## config.mk

```make
export PLATFORM = sky130hd
export DESIGN_NAME = mmio_responder
export DESIGN_NICKNAME = d
export VERILOG_FILES = /design/src/rtl/mmio_pkg.sv /design/src/rtl/mmio_tx_fifo.sv /design/src/rtl/mmio_responder.sv
export SDC_FILE = /design/constraint.sdc
export NUM_CORES = 1
export LEC_CHECK = 0
export CELL_PAD_IN_SITES_DETAIL_PLACEMENT = 1
export CELL_PAD_IN_SITES_GLOBAL_PLACEMENT = 2
export CORE_UTILIZATION = 32
export CTS_CLUSTER_SIZE = 28
export DETAILED_ROUTE_END_ITERATION = 8
export PLACE_DENSITY_LB_ADDON = 0.12
export RECOVER_POWER = 50
export SYNTH_ARGS = -nofsm -noshare
export SYNTH_HDL_FRONTEND = slang
export SYNTH_SLANG_ARGS = --single-unit
export TNS_END_PERCENT = 20
```

## constraint.sdc

```tcl
create_clock -name clk -period 4.5 [get_ports clk]
set_input_delay 0.675 -clock clk [delete_from_list [all_inputs] [get_ports clk]]
set_output_delay 0.675 -clock clk [all_outputs]
set_load 0.02 [all_outputs]
```

## src/rtl/mmio_pkg.sv

```systemverilog
// Shared definitions for the memory-mapped I/O responder: access-size
// encoding, register offsets inside the 32-byte window and TXSTAT layout.
package mmio_pkg;

    // Access size/sign as driven by the cpu MEM stage
    typedef enum logic [2:0] {
        MEM_B  = 3'd0,
        MEM_H  = 3'd1,
        MEM_W  = 3'd2,
        MEM_BU = 3'd4,
        MEM_HU = 3'd5
    } mem_op_t;

    // Window is 2**WINDOW_BITS bytes
    localparam int WINDOW_BITS = 5;

    // Register offsets within the window
    localparam logic [WINDOW_BITS-1:0] OFF_TOHOST = 5'h00;
    localparam logic [WINDOW_BITS-1:0] OFF_CYCLE  = 5'h04;
    localparam logic [WINDOW_BITS-1:0] OFF_TXDATA = 5'h08;
    localparam logic [WINDOW_BITS-1:0] OFF_TXSTAT = 5'h0C;

    // TXSTAT bit positions
    localparam int TXSTAT_EMPTY_BIT    = 0;
    localparam int TXSTAT_FULL_BIT     = 1;
    localparam int TXSTAT_OVERFLOW_BIT = 2;
    localparam int TXSTAT_COUNT_LSB    = 8;
    localparam int TXSTAT_COUNT_W      = 8;

    // Only full-word accesses are honoured by the responder's stores
    function automatic logic is_word_op(input mem_op_t op);
        return op == MEM_W;
    endfunction

endpackage

```

## src/rtl/mmio_tx_fifo.sv

```systemverilog
// Console byte FIFO: circular buffer with wrap-around pointers and an
// explicit occupancy count so full and empty are unambiguous.
module mmio_tx_fifo #(
    parameter int DEPTH = 8,
    parameter int WIDTH = 8,
    localparam int PTR_W = $clog2(DEPTH),
    localparam int CNT_W = PTR_W + 1
) (
    input  logic             clk,
    input  logic             reset,
    input  logic             push,
    input  logic [WIDTH-1:0] push_data,
    input  logic             pop,
    output logic [WIDTH-1:0] head_data,
    output logic             full,
    output logic             empty,
    output logic [CNT_W-1:0] count
);

    logic [WIDTH-1:0] storage [DEPTH];
    logic [PTR_W-1:0] rd_ptr;
    logic [PTR_W-1:0] wr_ptr;
    logic [CNT_W-1:0] count_q;
    logic             pop_ok;
    logic             push_ok;

    // A pop frees a slot in the same cycle, so a full FIFO can still take a push
    assign pop_ok  = pop && !empty;
    assign push_ok = push && (!full || pop_ok);

    assign empty     = (count_q == '0);
    assign full      = (count_q == CNT_W'(DEPTH));
    assign count     = count_q;
    assign head_data = empty ? '0 : storage[rd_ptr];

    // Data storage needs no reset; validity is tracked by the count
    always_ff @(posedge clk) begin
        if (push_ok) begin
            storage[wr_ptr] <= push_data;
        end
    end

    // Pointers wrap naturally because DEPTH is a power of two
    always_ff @(posedge clk) begin
        if (reset) begin
            rd_ptr  <= '0;
            wr_ptr  <= '0;
            count_q <= '0;
        end else begin
            if (push_ok) begin
                wr_ptr <= wr_ptr + 1'b1;
            end
            if (pop_ok) begin
                rd_ptr <= rd_ptr + 1'b1;
            end
            case ({push_ok, pop_ok})
                2'b10:   count_q <= count_q + 1'b1;
                2'b01:   count_q <= count_q - 1'b1;
                default: count_q <= count_q;
            endcase
        end
    end

endmodule

```

## src/rtl/mmio_responder.sv

```systemverilog
// Memory-mapped I/O responder sitting beside data memory: a sticky test
// result register, a free-running cycle counter and a byte console stream.
module mmio_responder
    import mmio_pkg::*;
#(
    parameter logic [31:0] BASE_ADDR  = 32'h0000_8000,
    parameter int          FIFO_DEPTH = 8
) (
    input  logic        clk,
    input  logic        reset,
    input  logic        mem_wr_en,
    input  mem_op_t     mem_op,
    input  logic [31:0] mem_addr,
    input  logic [31:0] mem_data_in,
    output logic [31:0] mem_data_out,
    output logic        hit,
    output logic        tx_valid,
    output logic [7:0]  tx_data,
    input  logic        tx_ready,
    output logic        done,
    output logic        pass,
    output logic [30:0] fail_code
);

    localparam int CNT_W = $clog2(FIFO_DEPTH) + 1;

    logic [WINDOW_BITS-1:0] offset;
    logic                   aligned;
    logic                   wr_ok;
    logic                   wr_tohost;
    logic                   wr_cycle;
    logic                   wr_txdata;

    logic [31:0]            tohost_q;
    logic                   done_q;
    logic [31:0]            cycle_q;
    logic                   overflow_q;

    logic                   fifo_pop;
    logic                   fifo_full;
    logic                   fifo_empty;
    logic [CNT_W-1:0]       fifo_count;
    logic [31:0]            txstat;
    logic [31:0]            rd_data;

    // Address decode: window match, alignment and store qualification
    assign offset    = mem_addr[WINDOW_BITS-1:0];
    assign hit       = (mem_addr[31:WINDOW_BITS] == BASE_ADDR[31:WINDOW_BITS]);
    assign aligned   = (offset[1:0] == 2'b00);
    assign wr_ok     = mem_wr_en && hit && aligned && is_word_op(mem_op);
    assign wr_tohost = wr_ok && (offset == OFF_TOHOST);
    assign wr_cycle  = wr_ok && (offset == OFF_CYCLE);
    assign wr_txdata = wr_ok && (offset == OFF_TXDATA);

    // Test result: the first store with bit 0 set freezes the value until reset
    always_ff @(posedge clk) begin
        if (reset) begin
            tohost_q <= '0;
            done_q   <= 1'b0;
        end else if (wr_tohost && !done_q) begin
            tohost_q <= mem_data_in;
            if (mem_data_in[0]) begin
                done_q <= 1'b1;
            end
        end
    end

    assign done      = done_q;
    assign pass      = done_q && (tohost_q == 32'd1);
    assign fail_code = (done_q && !pass) ? tohost_q[31:1] : '0;

    // Cycle counter: a store still counts its own cycle, so the value read
    // back on the following cycle is the stored data plus one
    always_ff @(posedge clk) begin
        if (reset) begin
            cycle_q <= '0;
        end else if (wr_cycle) begin
            cycle_q <= mem_data_in + 32'd1;
        end else begin
            cycle_q <= cycle_q + 32'd1;
        end
    end

    assign fifo_pop = tx_valid && tx_ready;

    mmio_tx_fifo #(
        .DEPTH (FIFO_DEPTH),
        .WIDTH (8)
    ) u_tx_fifo (
        .clk       (clk),
        .reset     (reset),
        .push      (wr_txdata),
        .push_data (mem_data_in[7:0]),
        .pop       (fifo_pop),
        .head_data (tx_data),
        .full      (fifo_full),
        .empty     (fifo_empty),
        .count     (fifo_count)
    );

    assign tx_valid = !fifo_empty;

    // Overflow is sticky: set when a push finds the FIFO full with no pop to make room
    always_ff @(posedge clk) begin
        if (reset) begin
            overflow_q <= 1'b0;
        end else if (wr_txdata && fifo_full && !fifo_pop) begin
            overflow_q <= 1'b1;
        end
    end

    // Assemble the console status word
    always_comb begin
        txstat = '0;
        txstat[TXSTAT_COUNT_LSB +: TXSTAT_COUNT_W] = TXSTAT_COUNT_W'(fifo_count);
        txstat[TXSTAT_OVERFLOW_BIT] = overflow_q;
        txstat[TXSTAT_FULL_BIT]     = fifo_full;
        txstat[TXSTAT_EMPTY_BIT]    = fifo_empty;
    end

    // Load mux: combinational, full word regardless of access size
    always_comb begin
        rd_data = '0;
        if (hit && aligned) begin
            case (offset)
                OFF_TOHOST: rd_data = tohost_q;
                OFF_CYCLE:  rd_data = cycle_q;
                OFF_TXSTAT: rd_data = txstat;
                default:    rd_data = '0;
            endcase
        end
    end

    assign mem_data_out = rd_data;

endmodule

```

# --- Yosys cells after proc, flatten, opt, wreduce, memory -nomap -nowiden ---
# Memory sizes are Yosys's and may differ from the RTL's. A register that Yosys moved wholly into a read port is not among the register bits.
# Cells that the tools add are included.
# W data, S select, Z words.
totals:
  reg_bits: 76
  ram_bits: 64
  out_inout_bits: 75
  memories: 1
mem_list:
  columns: ["memory", "depth", "word_bits", "rd", "rd_clocked_by_memory_dff", "wr", "line", "source"]
  rows:
  - ["u_tx_fifo.storage", 8, 8, 1, 1, 1, "mmio_tx_fifo.sv:20", "logic [WIDTH-1:0] storage [DEPTH];"]
classes:
  addsub: 6
  n_eq_ne: 9
  mux: 10
  reduce_logical: 26
op_table:
  columns: ["operator", "count"]
  rows:
  - ["$pmux W32 S3", 1]
  - ["$add A32 B1 Y32 const B", 2]
  - ["$mux W32", 2]
  - ["$eq A32 B1 Y1 const B", 1]
  - ["$mux W31", 1]
  - ["$eq A27 B11 Y1 const B", 1]
  - ["$logic_and A1 B1 Y1", 15]
  - ["$eq A5 B4 Y1 const B", 2]
  - ["$mux W8", 1]
  - ["$pmux W4 S2", 1]
  - ["$add A3 B1 Y3 const B", 2]
  - ["$mux W3", 2]
  - ["$eq A5 B3 Y1 const B", 1]
  - ["$logic_not A1 Y1", 5]
  - ["$logic_not A5 Y1", 1]
  - ["$add A4 B1 Y4 const B", 1]
  - ["$eq A4 B4 Y1 const B", 1]
  - ["$logic_not A4 Y1", 1]
  - ["$sub A4 B1 Y4 const B", 1]
  - ["$eq A3 B2 Y1 const B", 1]
  - ["$eq A2 B1 Y1 const B", 1]
  - ["$eq A2 B2 Y1 const B", 1]
  - ["$logic_not A2 Y1", 1]
  - ["$mux W1", 2]
  - ["other kinds (3)", 3]

# --- Depth between registers and ports, before layout ---
# Gate-level depths: netlist of the first run.
logic_depth:
  word_depth: 8
  mapped_depth: 15

# --- Cells and area by module ---
# From an unflattened synthesis of the first run, not the netlist that was laid out.
unflattened:
  cells_unflattened: 779
  hier_area_um2: 7911.3
modules_own_cells:
  columns: ["mod", "n_inst", "cells_per_inst", "area_per_inst_um2", "seq_area_each_um2"]
  rows:
  - ["mmio_responder", 1, 594, 4739.5, 1321.3]
  - ["mmio_tx_fifo", 1, 185, 3171.8, 2182.1]

# --- Worst setup path after synthesis of the first run ---
# No wires, ideal clock.
synth_timing:
  path_type: "input -> register"
  start: "input port mem_addr[8]"
  end: "register cycle_q[24]"
  setup_time_ns: 0.133
  arrival_ns: 3.757
  required_ns: 4.367
  path_slack_ns: 0.611
  stages: 14
  cell_sequence: "nor4b_1 nand4_1 nor3_1 buf_2 buf_4 nand2_1 o21ai_1 ha_1 nand4_4 or4_4 buf_6 o31a_1 nor3_1 a211oi_2"
synth_via:
  elab_chain_len: 6
synth_lines:
  columns: ["item", "line", "source"]
  rows:
  - ["start, declared", "mmio_responder.sv:13", "input logic [31:0] mem_addr,"]
  - ["$eq A27 B11 Y1", "mmio_responder.sv:48", "assign hit = (mem_addr[31:WINDOW_BITS] == BASE_ADDR[31:WINDOW_BITS]);"]
  - ["$logic_and A1 B1 Y1 (3 in a row)", "mmio_responder.sv:50", "assign wr_ok = mem_wr_en && hit && aligned && is_word_op(mem_op);"]
  - ["$logic_and A1 B1 Y1", "mmio_responder.sv:52", "assign wr_cycle = wr_ok && (offset == OFF_CYCLE);"]
  - ["$mux W32", "mmio_responder.sv:77", "end else if (wr_cycle) begin"]
  - ["end signal, assigned", "mmio_responder.sv:78", "cycle_q <= mem_data_in + 32'd1;"]
  - ["end signal, assigned", "mmio_responder.sv:80", "cycle_q <= cycle_q + 32'd1;"]
  - ["end, declared", "mmio_responder.sv:36", "logic [31:0] cycle_q;"]
# Every way passes these cells.
# A chain may end at the register's enable or synchronous reset.

# --- Worst setup path after layout of the first run ---
layout_timing:
  start: "input port mem_addr[8]"
  end: "output port mem_data_out[3]"
layout_via:
  elab_chain_len: 3
layout_lines:
  columns: ["item", "line", "source"]
  rows:
  - ["$eq A27 B11 Y1", "mmio_responder.sv:48", null]
  - ["$logic_and A1 B1 Y1", "mmio_responder.sv:124", "if (hit && aligned) begin"]
  - ["$mux W32", "mmio_responder.sv:124", null]
  - ["end, declared", "mmio_responder.sv:15", "output logic [31:0] mem_data_out,"]
# Every way passes these cells.

==> out/summary.log, run 1 <==
INFO  run_status     status=finished with violations
INFO  run_status     failing_checks=capacitance limit, slew limit
INFO  logic_synthesis async_flop_share=0%
INFO  power_and_ir_drop total_power=3026uW
INFO  placement      gp_congestion=0.8085
INFO  logic_synthesis yosys_register_bits=143
INFO  finish         finalInstanceArea=10,100squm
INFO  cts            htreeDepth=4
INFO  sta            fin_tns_setup=0ns
INFO  die            die_height=157.6um
INFO  worst_hold_path min-delay-path-class=reg2reg
INFO  global_route   grt_first_pass_wirelength=41,900um
INFO  logic_synthesis synthMostInstantiatedCell=sky130_fd_sc_hd__nand2_1
INFO  sta            period_share=91.01%
INFO  cts            cts.reportedPaths.clkPinSlew=0.07ns
INFO  detailed_routing via_per_inst=5.391
INFO  logic_synthesis synth.net_count=891
INFO  logic_synthesis synth.area.mux_share=10.17%
INFO  logic_synthesis synth_simple_gate_area_share=24.39%
INFO  worst_setup_path r2r_end=u_tx_fifo.count[3]$_SDFFE_PP0P_
INFO  worst_setup_path slowest_stage=sky130_fd_sc_hd__clkdlybuf4s50_1
INFO  placement      post_place_cell_area=9550squm
INFO  logic_synthesis synth_top_cell_area_share=24.80%
INFO  worst_setup_path crit_cells=8
INFO  worst_setup_path reg_to_reg_setup_timing_slack=1.73ns
INFO  logic_synthesis synth.largest_area_cell=sky130_fd_sc_hd__edfxtp_1
INFO  worst_setup_path criticalPathCategory=in2out
INFO  die            floorplan_die_area=24,850squm
INFO  power_and_ir_drop switchingPower=741.6uW
INFO  worst_setup_path cp_data_required_time=3.83ns
INFO  worst_setup_path timing.critical_path.to_type=output pin
INFO  detailed_routing drt_first_iter_violations=250
INFO  cts            tritoncts_num_sinks=143
INFO  logic_synthesis synth-xor-area-share=3.164%
INFO  die            core_area=23,610squm
INFO  placement      half_perimeter_wire_length_of_the_detailed_placement_result=19,950um
INFO  cts            tritoncts_clock_tree=done
INFO  logic_synthesis post_synth.cell_area_avg=9.533squm
INFO  die            die_width=157.6um
INFO  cts            insertion_delay=0.43ns
INFO  sta            finalMaxSlewViolations=34
INFO  worst_setup_path crit_start=mem_addr[8]
INFO  logic_synthesis postSynth.topFlopCell=sky130_fd_sc_hd__dfxtp_1
INFO  worst_setup_path cp_max_fo=14
INFO  worst_hold_path hold_path_end=overflow_q$_SDFFE_PP0P_
INFO  sta            final_period_minus_worst_setup_slack=4.095ns
INFO  logic_synthesis ys.warnings.count=0
INFO  logic_synthesis netlist_area=7750squm
INFO  global_route   grt_pass1_vias=7,386
INFO  logic_synthesis synth_common_cells=sky130_fd_sc_hd__nand2_1 (102), sky130_fd_sc_hd__dfxtp_1 (79), sky130_fd_sc_hd__nor2_1 (78), sky130_fd_sc_hd__edfxtp_1 (64), sky130_fd_sc_hd__a21oi_1 (59)
INFO  cts            cts-hold-fix-buffers=0
INFO  global_route   antenna_violations_before_repair=0
INFO  finish         insertedDiodeCount=0
INFO  sta            finalClockSkew=0.01426ns
INFO  sta            max_freq=0.2442GHz
INFO  logic_synthesis post_synth_inst_count=813
INFO  finish         multiInputGateArea=3916squm
INFO  worst_setup_path worst_r2r_path_depth=11
INFO  worst_hold_path hold_path_startpoint=overflow_q$_SDFFE_PP0P_
INFO  sta            setup_viol=0
INFO  logic_synthesis count_of_flip_flops_with_a_built_in_enable_after_synthesis=64
INFO  power_and_ir_drop pwr-share-comb=5.4%
INFO  placement      placement.io_buffers=145
INFO  power_and_ir_drop share_seq_of_total_power=44.9%
INFO  power_and_ir_drop peakVddDrop=0.2399mV
INFO  finish         final_layout_size_suffix_gt1_share=8.583%
INFO  detailed_routing antenna_violating_nets_post_route=0
INFO  die            io-pin-count=146
INFO  cts            cts.root.buffer_cell=sky130_fd_sc_hd__clkbuf_16
INFO  finish         seqCellArea=3503squm
INFO  finish         finish.net_count=1,032
INFO  sta            unrepaired_setup_endpoints_after_global_routing=false
INFO  finish         layout.cells.non_filler=1,286
INFO  power_and_ir_drop leakage=0.003198uW
INFO  worst_hold_path timing.hold.worst_path_depth=2
INFO  global_route   congestion_overflow_gr=0
INFO  cts            postCtsSetupRepairBufs=0
INFO  worst_setup_path worstReg2RegStart=u_tx_fifo.count[0]$_SDFFE_PP0P_
INFO  power_and_ir_drop power.clock.fraction=49.7%
INFO  finish         area_growth=30.32%
INFO  worst_setup_path arrival=3.42ns
INFO  worst_setup_path path_delay_family=buffers and inverters
INFO  worst_setup_path startpoint_types=input port
INFO  sta            finalHoldViolations=0
INFO  logic_synthesis synth_top_family_by_area=simple AND/OR/NAND/NOR gates
INFO  worst_setup_path cp_cell_sequence=clkdlybuf4s50_1 > nor4b_1 > nand4_1 > clkbuf_1 > or3_1 > buf_4 > nor2_1 > clkdlybuf4s50_1
INFO  power_and_ir_drop p_int=2285uW
INFO  cts            post_cts.resized_instances=0
INFO  global_route   largest_net_degree_at_the_start_of_global_routing=40
INFO  detailed_routing vias=6,933
INFO  die            starting_density_of_the_core=32.82%
INFO  power_and_ir_drop power.density=299.6nW/um^2
INFO  logic_synthesis netlist_top_cells_area=sky130_fd_sc_hd__edfxtp_1 (25%), sky130_fd_sc_hd__dfxtp_1 (20%), sky130_fd_sc_hd__nand2_1 (4.9%)
INFO  cts            max-clock-path-buffers=2
INFO  logic_synthesis synth_compound_gate_area_share=11.88%
INFO  job            cap_violations=1
INFO  die            fp-row-count=56
INFO  sta            worst_slew_margin_rel=-14.39%
INFO  global_route   grtUsageTotal=22.63%
INFO  logic_synthesis fraction_of_the_mapped_netlist_area_in_adder_cells=1.227%
INFO  logic_synthesis synth.yosys.seq_area_share=45.21%
INFO  sta            tightestPinTransition=1.716ns
INFO  detailed_routing drt-total-wl=27,030um
INFO  cts            tritoncts.num_buffers=17
INFO  power_and_ir_drop switching_share=24.51%
INFO  worst_setup_path worst_path_largest_cell_delay=0.65ns
INFO  worst_setup_path worstPathBufferInverterCount=4
INFO  logic_synthesis netlist-cell-type-count=62
INFO  placement      placed_cells_incl_taps=1,254
INFO  finish         n_fill_cell=2,682
INFO  detailed_routing drcViolationCount=0
INFO  detailed_routing firstDrtPassIters=4
INFO  detailed_routing wl_per_cell=21.02um
INFO  worst_setup_path crit_top_cell=sky130_fd_sc_hd__clkdlybuf4s50_1
worst register-to-register path: stages (launching register included):
cell and delay, ns:
sky130_fd_sc_hd__dfxtp_1 0.50, sky130_fd_sc_hd__or4b_1 0.23, sky130_fd_sc_hd__o21ai_1 0.08, sky130_fd_sc_hd__nor4_1 0.35, sky130_fd_sc_hd__inv_1 0.10, sky130_fd_sc_hd__ha_1 0.25
sky130_fd_sc_hd__ha_1 0.28, sky130_fd_sc_hd__a21o_1 0.18, sky130_fd_sc_hd__a21oi_1 0.17, sky130_fd_sc_hd__xnor2_1 0.10, sky130_fd_sc_hd__or3_1 0.32, sky130_fd_sc_hd__a21oi_1 0.14
layer usage:
metal	up-vias	share of wire, %	global-route usage, %
met5	-	0	0
met4	0	2.3	7.952
met3	38	3.1	3.422
met2	139	54	42.56
met1	3490	41	25.71
li1	3266	-	-
cell usage in the layout, fill, tap and decap left out, drive strengths merged, types with 4 or more instances in the layout:
cell,netlist,final
nand3,18,18
nor3,27,27
o21a,10,10
mux2i,36,36
clkdlybuf4s50,0,132
and4,12,12
and2,37,37
nor2,78,78
o21ai,36,36
a22oi,7,7
inv,15,25
buf,19,19
mux2,6,6
nand2,102,102
nand4,21,21
a31oi,4,4
nor4,37,37
dfxtp,79,79
and3,8,8
or3,4,4
xnor2,14,14
xor2,14,14
dlygate4sd3,0,11
o31a,21,21
clkbuf,30,27
a211oi,8,8
edfxtp,64,64
a21oi,59,59
mux4,16,16
ha,6,6
per-stage QoR:
step | hold WS [ns] | setup WS [ns] | util [%]
after global placement | 0.4508 | 0.2665 | 40.45
after detailed placement | 0.4557 | 0.1812 | 40.45
after CTS | 0.4718 | 0.3469 | 43.06
after global routing | 0.5101 | 0.2233 | 42.77
after floorplan | 0.4313 | 0.6107 | -
final | 0.4766 | 0.4047 | 42.77
power by group through the flow:
stage	Combinational [uW]	Clock, uW	Sequential, uW
after floorplan	55.9	0	1390
after global routing	175	1580	1360
after detailed placement	166	0	1390
after CTS	167	1540	1360
after global placement	161	0	1390
final	162	1510	1360
cell families after synthesis:
kind of cell | after synthesis
compound gates | 150
xor+xnor | 28
mux | 58
simple gates | 362
flops | 143
fa+ha+maj | 7
buf+inv | 65
flip-flops by register name (all words and copies together), names as in the netlist, named ones only:
signal             flops
u_tx_fifo.storage     64
u_tx_fifo.wr_ptr       3
done                   1
overflow_q             1
u_tx_fifo.count        4
cycle_q               32
u_tx_fifo.rd_ptr       3
tohost_q              32
final cells by class:
cell class,instances,share of cell area (%)
Multi-Input combinational cell,605,38.78
Sequential cell,143,34.69
Timing Repair Buffer,172,15.91
Clock buffer,17,4.212
Tap cell,319,3.952
Clock inverter,15,1.908
Inverter,15,0.5575
how the worst max path moves through the flow:
stage                        endpoint  slack (ns)
3_5_place_dp   cycle_q[24]$_SDFF_PP0_        0.18
2_1_floorplan  cycle_q[24]$_SDFF_PP0_        0.61
4_1_cts               mem_data_out[3]        0.35
6_report              mem_data_out[3]        0.40
3_3_place_gp   cycle_q[24]$_SDFF_PP0_        0.27
5_1_grt               mem_data_out[3]        0.22
Note: power is estimated with default switching activity, not from simulation.
==> inputs of run 2 (changes only) <==
--- a/config.mk
+++ b/config.mk
@@ -7,6 +7,7 @@
 export LEC_CHECK = 0
 export CELL_PAD_IN_SITES_DETAIL_PLACEMENT = 1
 export CELL_PAD_IN_SITES_GLOBAL_PLACEMENT = 2
+export CORE_MARGIN = 4
 export CORE_UTILIZATION = 32
 export CTS_CLUSTER_SIZE = 28
 export DETAILED_ROUTE_END_ITERATION = 8
==> out/summary.log, run 2 (synthesis results as in run 1) <==
INFO  run_status     status=finished with violations
INFO  run_status     failing_checks=capacitance limit, slew limit
INFO  finish         area_growth=30.84%
INFO  cts            tritoncts.num_buffers=17 [unchanged]
INFO  worst_setup_path r2r_end=u_tx_fifo.count[3]$_SDFFE_PP0P_
INFO  global_route   congestion_overflow_gr=0 [unchanged]
INFO  detailed_routing drt-total-wl=27,340um [+1.2%]
INFO  finish         insertedDiodeCount=0 [unchanged]
INFO  worst_setup_path reg_to_reg_setup_timing_slack=1.52ns [-0.21 ns]
INFO  cts            tritoncts_num_sinks=143 [unchanged]
INFO  worst_setup_path startpoint_types=input port
INFO  die            die_width=163.6um [+3.8%]
INFO  sta            finalHoldViolations=0 [unchanged]
INFO  worst_setup_path worstReg2RegStart=u_tx_fifo.count[0]$_SDFFE_PP0P_
INFO  worst_setup_path worst_r2r_path_depth=10 [-1]
INFO  finish         layout.cells.non_filler=1,287 [+0.078%]
INFO  cts            htreeDepth=4 [unchanged]
INFO  cts            cts-hold-fix-buffers=0 [unchanged]
INFO  worst_setup_path crit_start=mem_addr[8]
INFO  detailed_routing via_per_inst=5.389 [about the same]
INFO  global_route   grt_pass1_vias=7,481 [+1.3%]
INFO  global_route   grt_first_pass_wirelength=42,640um [+1.8%]
INFO  die            core_area=23,680squm [+0.30%]
INFO  placement      post_place_cell_area=9558squm [about the same]
INFO  power_and_ir_drop share_seq_of_total_power=44.0% [-0.9 points]
INFO  job            cap_violations=1 [unchanged]
INFO  sta            setup_viol=0 [unchanged]
INFO  detailed_routing drcViolationCount=0 [unchanged]
INFO  cts            postCtsSetupRepairBufs=0 [unchanged]
INFO  placement      placement.io_buffers=145 [unchanged]
INFO  power_and_ir_drop power.clock.fraction=50.6% [+0.9 points]
INFO  sta            fin_tns_setup=0ns [unchanged]
INFO  worst_setup_path cp_data_required_time=3.83ns [about the same]
INFO  finish         largest-register=u_tx_fifo.storage
INFO  worst_setup_path critPathCapture=mem_data_out[3]
INFO  global_route   antenna_violations_before_repair=0 [unchanged]
INFO  detailed_routing drt_first_iter_violations=296 [+18%]
INFO  global_route   grtUsageTotal=20.61% [-2.0 points]
INFO  cts            cts.reportedPaths.clkPinSlew=0.07ns [about the same]
INFO  power_and_ir_drop p_int=2341uW [+2.5%]
INFO  worst_setup_path timing.critical_path.to_type=output pin
INFO  placement      half_perimeter_wire_length_of_the_detailed_placement_result=20,240um [+1.4%]
INFO  detailed_routing firstDrtPassIters=5 [+1]
INFO  placement      placed_cells_incl_taps=1,255 [+0.080%]
INFO  die            die_height=163.6um [+3.8%]
INFO  sta            worst_slew_margin_rel=-16.78% [-2.4 points]
INFO  cts            insertion_delay=0.43ns [about the same]
INFO  finish         fin_util=42.81% [about the same]
INFO  sta            unrepaired_setup_endpoints_after_global_routing=false
INFO  power_and_ir_drop switchingPower=745.2uW [+0.48%]
INFO  power_and_ir_drop pwr-share-comb=5.4% [about the same]
INFO  worst_setup_path arrival=3.50ns [+0.08 ns]
INFO  worst_setup_path criticalPathCategory=in2out
INFO  finish         reg_top3=u_tx_fifo.storage x64, cycle_q x32, tohost_q x32
INFO  die            floorplan_die_area=26,770squm [+7.8%]
INFO  power_and_ir_drop leakage=0.003233uW [+1.1%]
INFO  placement      gp_congestion=0.8017 [-0.84%]
INFO  sta            final_period_minus_worst_setup_slack=4.177ns [+0.08159 ns]
INFO  detailed_routing vias=6,935 [+0.029%]
INFO  cts            cts.root.buffer_cell=sky130_fd_sc_hd__clkbuf_16
INFO  sta            period_share=92.82% [+1.8 points]
INFO  sta            max_freq=0.2394GHz [-2.0%]
INFO  detailed_routing wl_per_cell=21.25um [+1.1%]
INFO  finish         final_layout_size_suffix_gt1_share=8.781% [+0.20 points]
INFO  finish         n_fill_cell=2,704 [+0.82%]
INFO  cts            max-clock-path-buffers=2 [unchanged]
INFO  finish         largest_register_ff_count=64 [unchanged]
INFO  die            io-pin-count=146 [unchanged]
INFO  sta            finalMaxSlewViolations=34 [unchanged]
INFO  sta            tightestPinTransition=1.752ns [+0.03593 ns]
INFO  global_route   largest_net_degree_at_the_start_of_global_routing=38 [-5.0%]
INFO  finish         mostFrequentLayoutCell=sky130_fd_sc_hd__clkdlybuf4s50_1
INFO  worst_hold_path min-delay-path-class=reg2reg
INFO  finish         layout_common_cells=sky130_fd_sc_hd__clkdlybuf4s50_1 (129), sky130_fd_sc_hd__nand2_1 (102), sky130_fd_sc_hd__dfxtp_1 (79)
INFO  finish         finalInstanceArea=10,140squm [+0.40%]
INFO  detailed_routing antenna_violating_nets_post_route=0 [unchanged]
INFO  power_and_ir_drop switching_share=24.15% [-0.36 points]
INFO  sta            finalClockSkew=0.01533ns [+0.001072 ns]
INFO  power_and_ir_drop peakVddDrop=0.2179mV [-9.2%]
INFO  cts            post_cts.resized_instances=0 [unchanged]
INFO  power_and_ir_drop power.density=304.4nW/um^2 [+1.6%]
INFO  die            fp-row-count=56 [unchanged]
INFO  die            starting_density_of_the_core=32.72% [-0.097 points]
INFO  worst_setup_path cp_max_fo=12 [-2]
INFO  finish         finish.net_count=1,033 [+0.097%]
INFO  cts            tritoncts_clock_tree=done
[run 2: changes by cell type in the layout (fill, tap and decap cells not counted), sizes merged]
cell	before	now
buf	19	21
bufinv	2	3
inv	25	22
clkbuf	27	26
dlygate4sd3	11	14
clkdlybuf4s50	132	129
clkinv	2	4
[run 2: area by class of cell]
type | count | area (sq um) | area share [%]
flip-flops and latches | 143 | 3503 | 34.55
clock buffers | 17 | 425.4 | 4.195
clock inverters | 15 | 221.5 | 2.184
well taps | 319 | 399.1 | 3.936
multi-input cells | 605 | 3916 | 38.62
repair buffers | 173 | 1618 | 15.96
inverters | 15 | 56.30 | 0.5553
[run 2: per-layer routing]
layer / vias to the layer above / wire [um] / GRT usage (%)
met5: - / 0 / 0
met4: 0 / 404 / 5.604
met3: 26 / 980 / 2.902
met2: 158 / 14850 / 38.67
met1: 3481 / 11110 / 24.47
li1: 3270 / - / -
[run 2: worst min path at each step]
stage / startpoint / to / slack [ns] / cells after the start
after global placement: overflow_q$_SDFFE_PP0P_ / overflow_q$_SDFFE_PP0P_ / 0.45 / 2
after CTS: overflow_q$_SDFFE_PP0P_ / overflow_q$_SDFFE_PP0P_ / 0.49 / 2
after global routing: tohost_q[29]$_SDFFE_PP0P_ / tohost_q[29]$_SDFFE_PP0P_ / 0.52 / 2
after floorplan: overflow_q$_SDFFE_PP0P_ / overflow_q$_SDFFE_PP0P_ / 0.43 / 2
final: tohost_q[27]$_SDFFE_PP0P_ / tohost_q[27]$_SDFFE_PP0P_ / 0.49 / 2
after detailed placement: overflow_q$_SDFFE_PP0P_ / overflow_q$_SDFFE_PP0P_ / 0.47 / 2
[run 2: critical path: stages]
cell and delay [ns]:
sky130_fd_sc_hd__clkdlybuf4s50_1 0.41, sky130_fd_sc_hd__nor4b_1 0.56, sky130_fd_sc_hd__nand4_1 0.22, sky130_fd_sc_hd__clkbuf_1 0.20
sky130_fd_sc_hd__or3_1 0.35, sky130_fd_sc_hd__buf_4 0.21, sky130_fd_sc_hd__nor2_1 0.23, sky130_fd_sc_hd__clkdlybuf4s50_1 0.65
[run 2: power groups by stage]
stage                     clock (uW)  combinational (uW)  sequential, uW
final                           1560                 165            1360
after global routing            1660                 177            1360
after CTS                       1600                 167            1360
after detailed placement           0                 166            1390
after global placement             0                 162            1390
after floorplan                    0                55.9            1390
[run 2: stage by stage]
step | total power [uW] | setup slack [ns] | hold slack, ns
finish | 3086 | 0.3231 | 0.4884
global route | 3191 | 0.1244 | 0.5172
CTS | 3125 | 0.2884 | 0.4904
detailed placement | 1554 | 0.2205 | 0.4726
global placement | 1550 | 0.3434 | 0.4480
floorplan | 1443 | 0.6107 | 0.4313
==> inputs of run 3 (changes only) <==
--- a/config.mk
+++ b/config.mk
@@ -8,10 +8,10 @@
 export CELL_PAD_IN_SITES_DETAIL_PLACEMENT = 1
 export CELL_PAD_IN_SITES_GLOBAL_PLACEMENT = 2
 export CORE_MARGIN = 4
-export CORE_UTILIZATION = 32
+export CORE_UTILIZATION = 29
 export CTS_CLUSTER_SIZE = 28
 export DETAILED_ROUTE_END_ITERATION = 8
-export PLACE_DENSITY_LB_ADDON = 0.12
+export PLACE_DENSITY_LB_ADDON = 0.1
 export RECOVER_POWER = 50
 export SYNTH_ARGS = -nofsm -noshare
 export SYNTH_HDL_FRONTEND = slang
==> constraint.sdc (replaced) <==
create_clock -name clk -period 3.5 [get_ports clk]
set_input_delay 0.525 -clock clk [delete_from_list [all_inputs] [get_ports clk]]
set_output_delay 0.525 -clock clk [all_outputs]
set_load 0.02 [all_outputs]
==> out/summary.log, run 3 (synthesis results as in run 1) <==
INFO  run_status     status=finished, final reports clean
INFO  die            die_width=171.5um [+4.8%]
INFO  worst_setup_path cp_cell_sequence=clkdlybuf4s50_1 > nor4_4 > and4_1 > buf_4 > nand2_1 > nor2_1 > clkdlybuf4s50_1
INFO  sta            finalMaxSlewViolations=0 [-100%]
INFO  detailed_routing drt_first_iter_violations=310 [+4.7%]
INFO  placement      gp_congestion=0.7702 [-3.9%]
INFO  detailed_routing via_per_inst=5.225 [-3.0%]
INFO  finish         finalInstanceArea=10,420squm [+2.8%]
INFO  finish         final_layout_size_suffix_gt1_share=11.88% [+3.1 points]
INFO  detailed_routing vias=6,939 [+0.058%]
INFO  cts            cts-hold-fix-buffers=0 [unchanged]
INFO  sta            max_freq=0.2907GHz
INFO  worst_setup_path worst_r2r_path_depth=11 [+1]
INFO  global_route   antenna_violations_before_repair=0 [unchanged]
INFO  worst_setup_path timing.critical_path.to_type=output pin
INFO  cts            tritoncts_num_sinks=143 [unchanged]
INFO  finish         insertedDiodeCount=0 [unchanged]
INFO  cts            htreeDepth=4 [unchanged]
INFO  placement      placed_cells_incl_taps=1,295 [+3.2%]
INFO  power_and_ir_drop power.density=363.9nW/um^2 [+20%]
INFO  finish         largest_register_ff_count=64 [unchanged]
INFO  global_route   congestion_overflow_gr=0 [unchanged]
INFO  die            starting_density_of_the_core=29.57% [-3.2 points]
INFO  finish         finish.net_count=1,058 [+2.4%]
INFO  sta            finalHoldViolations=0 [unchanged]
INFO  placement      post_place_cell_area=9858squm [+3.1%]
INFO  worst_setup_path worstReg2RegStart=u_tx_fifo.count[0]$_SDFFE_PP0P_
INFO  finish         reg_top3=u_tx_fifo.storage x64, cycle_q x32, tohost_q x32
INFO  sta            final_period_minus_worst_setup_slack=3.441ns
INFO  worst_setup_path cp_max_fo=7 [-5]
INFO  worst_setup_path r2r_end=u_tx_fifo.count[3]$_SDFFE_PP0P_
INFO  finish         area_growth=34.45%
INFO  power_and_ir_drop peakVddDrop=0.2357mV [+8.2%]
INFO  finish         layout.cells.non_filler=1,328 [+3.2%]
INFO  worst_setup_path cp_data_required_time=2.97ns [-0.86 ns]
INFO  detailed_routing firstDrtPassIters=5 [unchanged]
INFO  global_route   grt_first_pass_wirelength=44,620um [+4.6%]
INFO  sta            tightestPinTransition=0.9728ns [-0.7790 ns]
INFO  worst_setup_path slowest_stage=sky130_fd_sc_hd__clkdlybuf4s50_1
INFO  worst_setup_path criticalPathCategory=in2out
INFO  cts            insertion_delay=0.43ns [about the same]
INFO  placement      placement.io_buffers=145 [unchanged]
INFO  global_route   largest_net_degree_at_the_start_of_global_routing=38 [unchanged]
INFO  worst_setup_path reg_to_reg_setup_timing_slack=0.44ns [-1.08 ns]
INFO  worst_hold_path hold_path_end=tohost_q[0]$_SDFFE_PP0P_
INFO  worst_hold_path hold_path_startpoint=tohost_q[0]$_SDFFE_PP0P_
INFO  sta            unrepaired_setup_endpoints_after_global_routing=true
INFO  worst_setup_path arrival=2.92ns [-0.58 ns]
INFO  placement      half_perimeter_wire_length_of_the_detailed_placement_result=21,380um [+5.6%]
INFO  global_route   grtUsageTotal=19.70% [-0.92 points]
INFO  detailed_routing drt-total-wl=28,470um [+4.1%]
INFO  die            die_height=171.5um [+4.8%]
INFO  finish         layout_common_cells=sky130_fd_sc_hd__clkdlybuf4s50_1 (105), sky130_fd_sc_hd__nand2_1 (102), sky130_fd_sc_hd__dfxtp_1 (79)
INFO  worst_hold_path timing.hold.worst_path_depth=2 [unchanged]
INFO  cts            cts.root.buffer_cell=sky130_fd_sc_hd__clkbuf_16
INFO  cts            tritoncts_clock_tree=done
INFO  sta            period_share=98.30%
INFO  die            core_area=26,210squm [+11%]
INFO  worst_hold_path min-delay-path-class=reg2reg
INFO  sta            worst_slew_margin_rel=35.15% [+52 points]
INFO  detailed_routing antenna_violating_nets_post_route=0 [unchanged]
INFO  finish         largest-register=u_tx_fifo.storage
INFO  worst_setup_path crit_top_cell=sky130_fd_sc_hd__clkdlybuf4s50_1
INFO  global_route   grt_pass1_vias=7,662 [+2.4%]
INFO  die            fp-row-count=59 [+5.4%]
INFO  finish         mostFrequentLayoutCell=sky130_fd_sc_hd__clkdlybuf4s50_1
INFO  cts            max-clock-path-buffers=2 [unchanged]
INFO  die            io-pin-count=146 [unchanged]
INFO  power_and_ir_drop leakage=0.003652uW [+13%]
INFO  cts            tritoncts.num_buffers=17 [unchanged]
INFO  sta            finalClockSkew=0.01441ns [-0.0009238 ns]
INFO  die            floorplan_die_area=29,400squm [+9.8%]
INFO  sta            setup_viol=0 [unchanged]
INFO  cts            cts.reportedPaths.clkPinSlew=0.07ns [about the same]
INFO  detailed_routing wl_per_cell=21.43um [+0.89%]
INFO  job            cap_violations=0 [-1]
INFO  worst_setup_path worst_path_largest_cell_delay=0.65ns [about the same]
INFO  detailed_routing drcViolationCount=0 [unchanged]
INFO  worst_setup_path startpoint_types=input port
run 3: cell types whose count changed in the layout (fill, tap and decap cells not counted), sizes merged:
cell	before	now
bufinv	3	1
inv	22	23
clkdlybuf4s50	129	105
buf	21	38
clkbuf	26	34
dlygate4sd3	14	10
dlygate4sd2	0	15
dlymetal6s2s	0	13
clkinvlp	1	2
run 3: area by class of cell:
cell class | instances | area [sq um]
fillers | 2962 | 15790
multi-input cells | 605 | 4050
flip-flops and latches | 143 | 3503
repair buffers | 198 | 1815
clock buffers | 17 | 425.4
well taps | 335 | 419.2
clock inverters | 15 | 150.1
inverters | 15 | 56.30
run 3: critical path, delay by kind of cell:
family | cells | cell delay (ns)
buffers and inverters | 3 | 1.28
AND/OR/NAND/NOR | 4 | 1.11
run 3: layer usage:
metal | global-route usage, % | vias up | wire (um)
li1 | - | 3323 | -
met2 | 36.66 | 111 | 15150
met1 | 23.73 | 3481 | 12240
met3 | 3.264 | 24 | 707
met4 | 4.478 | 0 | 372
met5 | 0 | - | 0
run 3: how the worst max path moves through the flow:
stage / start / to / slack [ns] / cells past startpoint
after CTS: mem_addr[6] / mem_data_out[15] / 0.02 / 8
after detailed placement: mem_op[1] / cycle_q[24]$_SDFF_PP0_ / -0.34 / 12
after global placement: mem_op[1] / cycle_q[26]$_SDFF_PP0_ / -0.26 / 12
after global routing: mem_addr[18] / mem_data_out[0] / -0.02 / 7
after floorplan: mem_addr[18] / cycle_q[24]$_SDFF_PP0_ / 0.02 / 15
final: mem_addr[18] / mem_data_out[0] / 0.06 / 7
run 3: metrics by stage:
| stage | worst slack [ns] | utilization [%] | TNS, ns | total power, uW | hold slack (ns) |
|---|---|---|---|---|---|
| after floorplan | 0.01606 | - | 0 | 1857 | 0.4313 |
| after global placement | -0.2562 | 37.62 | -2.991 | 2010 | 0.4529 |
| after detailed placement | -0.3428 | 37.62 | -5.021 | 2015 | 0.4624 |
| after CTS | 0.02000 | 39.86 | 0 | 3845 | 0.4749 |
| after global routing | -0.02428 | 39.76 | -0.03360 | 3934 | 0.5091 |
| final | 0.05945 | 39.76 | 0 | 3792 | 0.4705 |
run 3: what timing repair did:
| item | 4_1_cts | 5_1_grt |
|---|---|---|
| pin swaps | 1 | 1 |
| gates cloned | 0 | 0 |
| setup endpoints to repair | 42 | 27 |
| gates resized for setup | 19 | 15 |
| setup buffers | 1 | 0 |
run 3: where the power goes:
part	internal [uW]	leakage [uW]	switching [uW]
registers	1740	0.00121	2.98
clock network	1000	0.000281	818
logic	107	0.00216	118
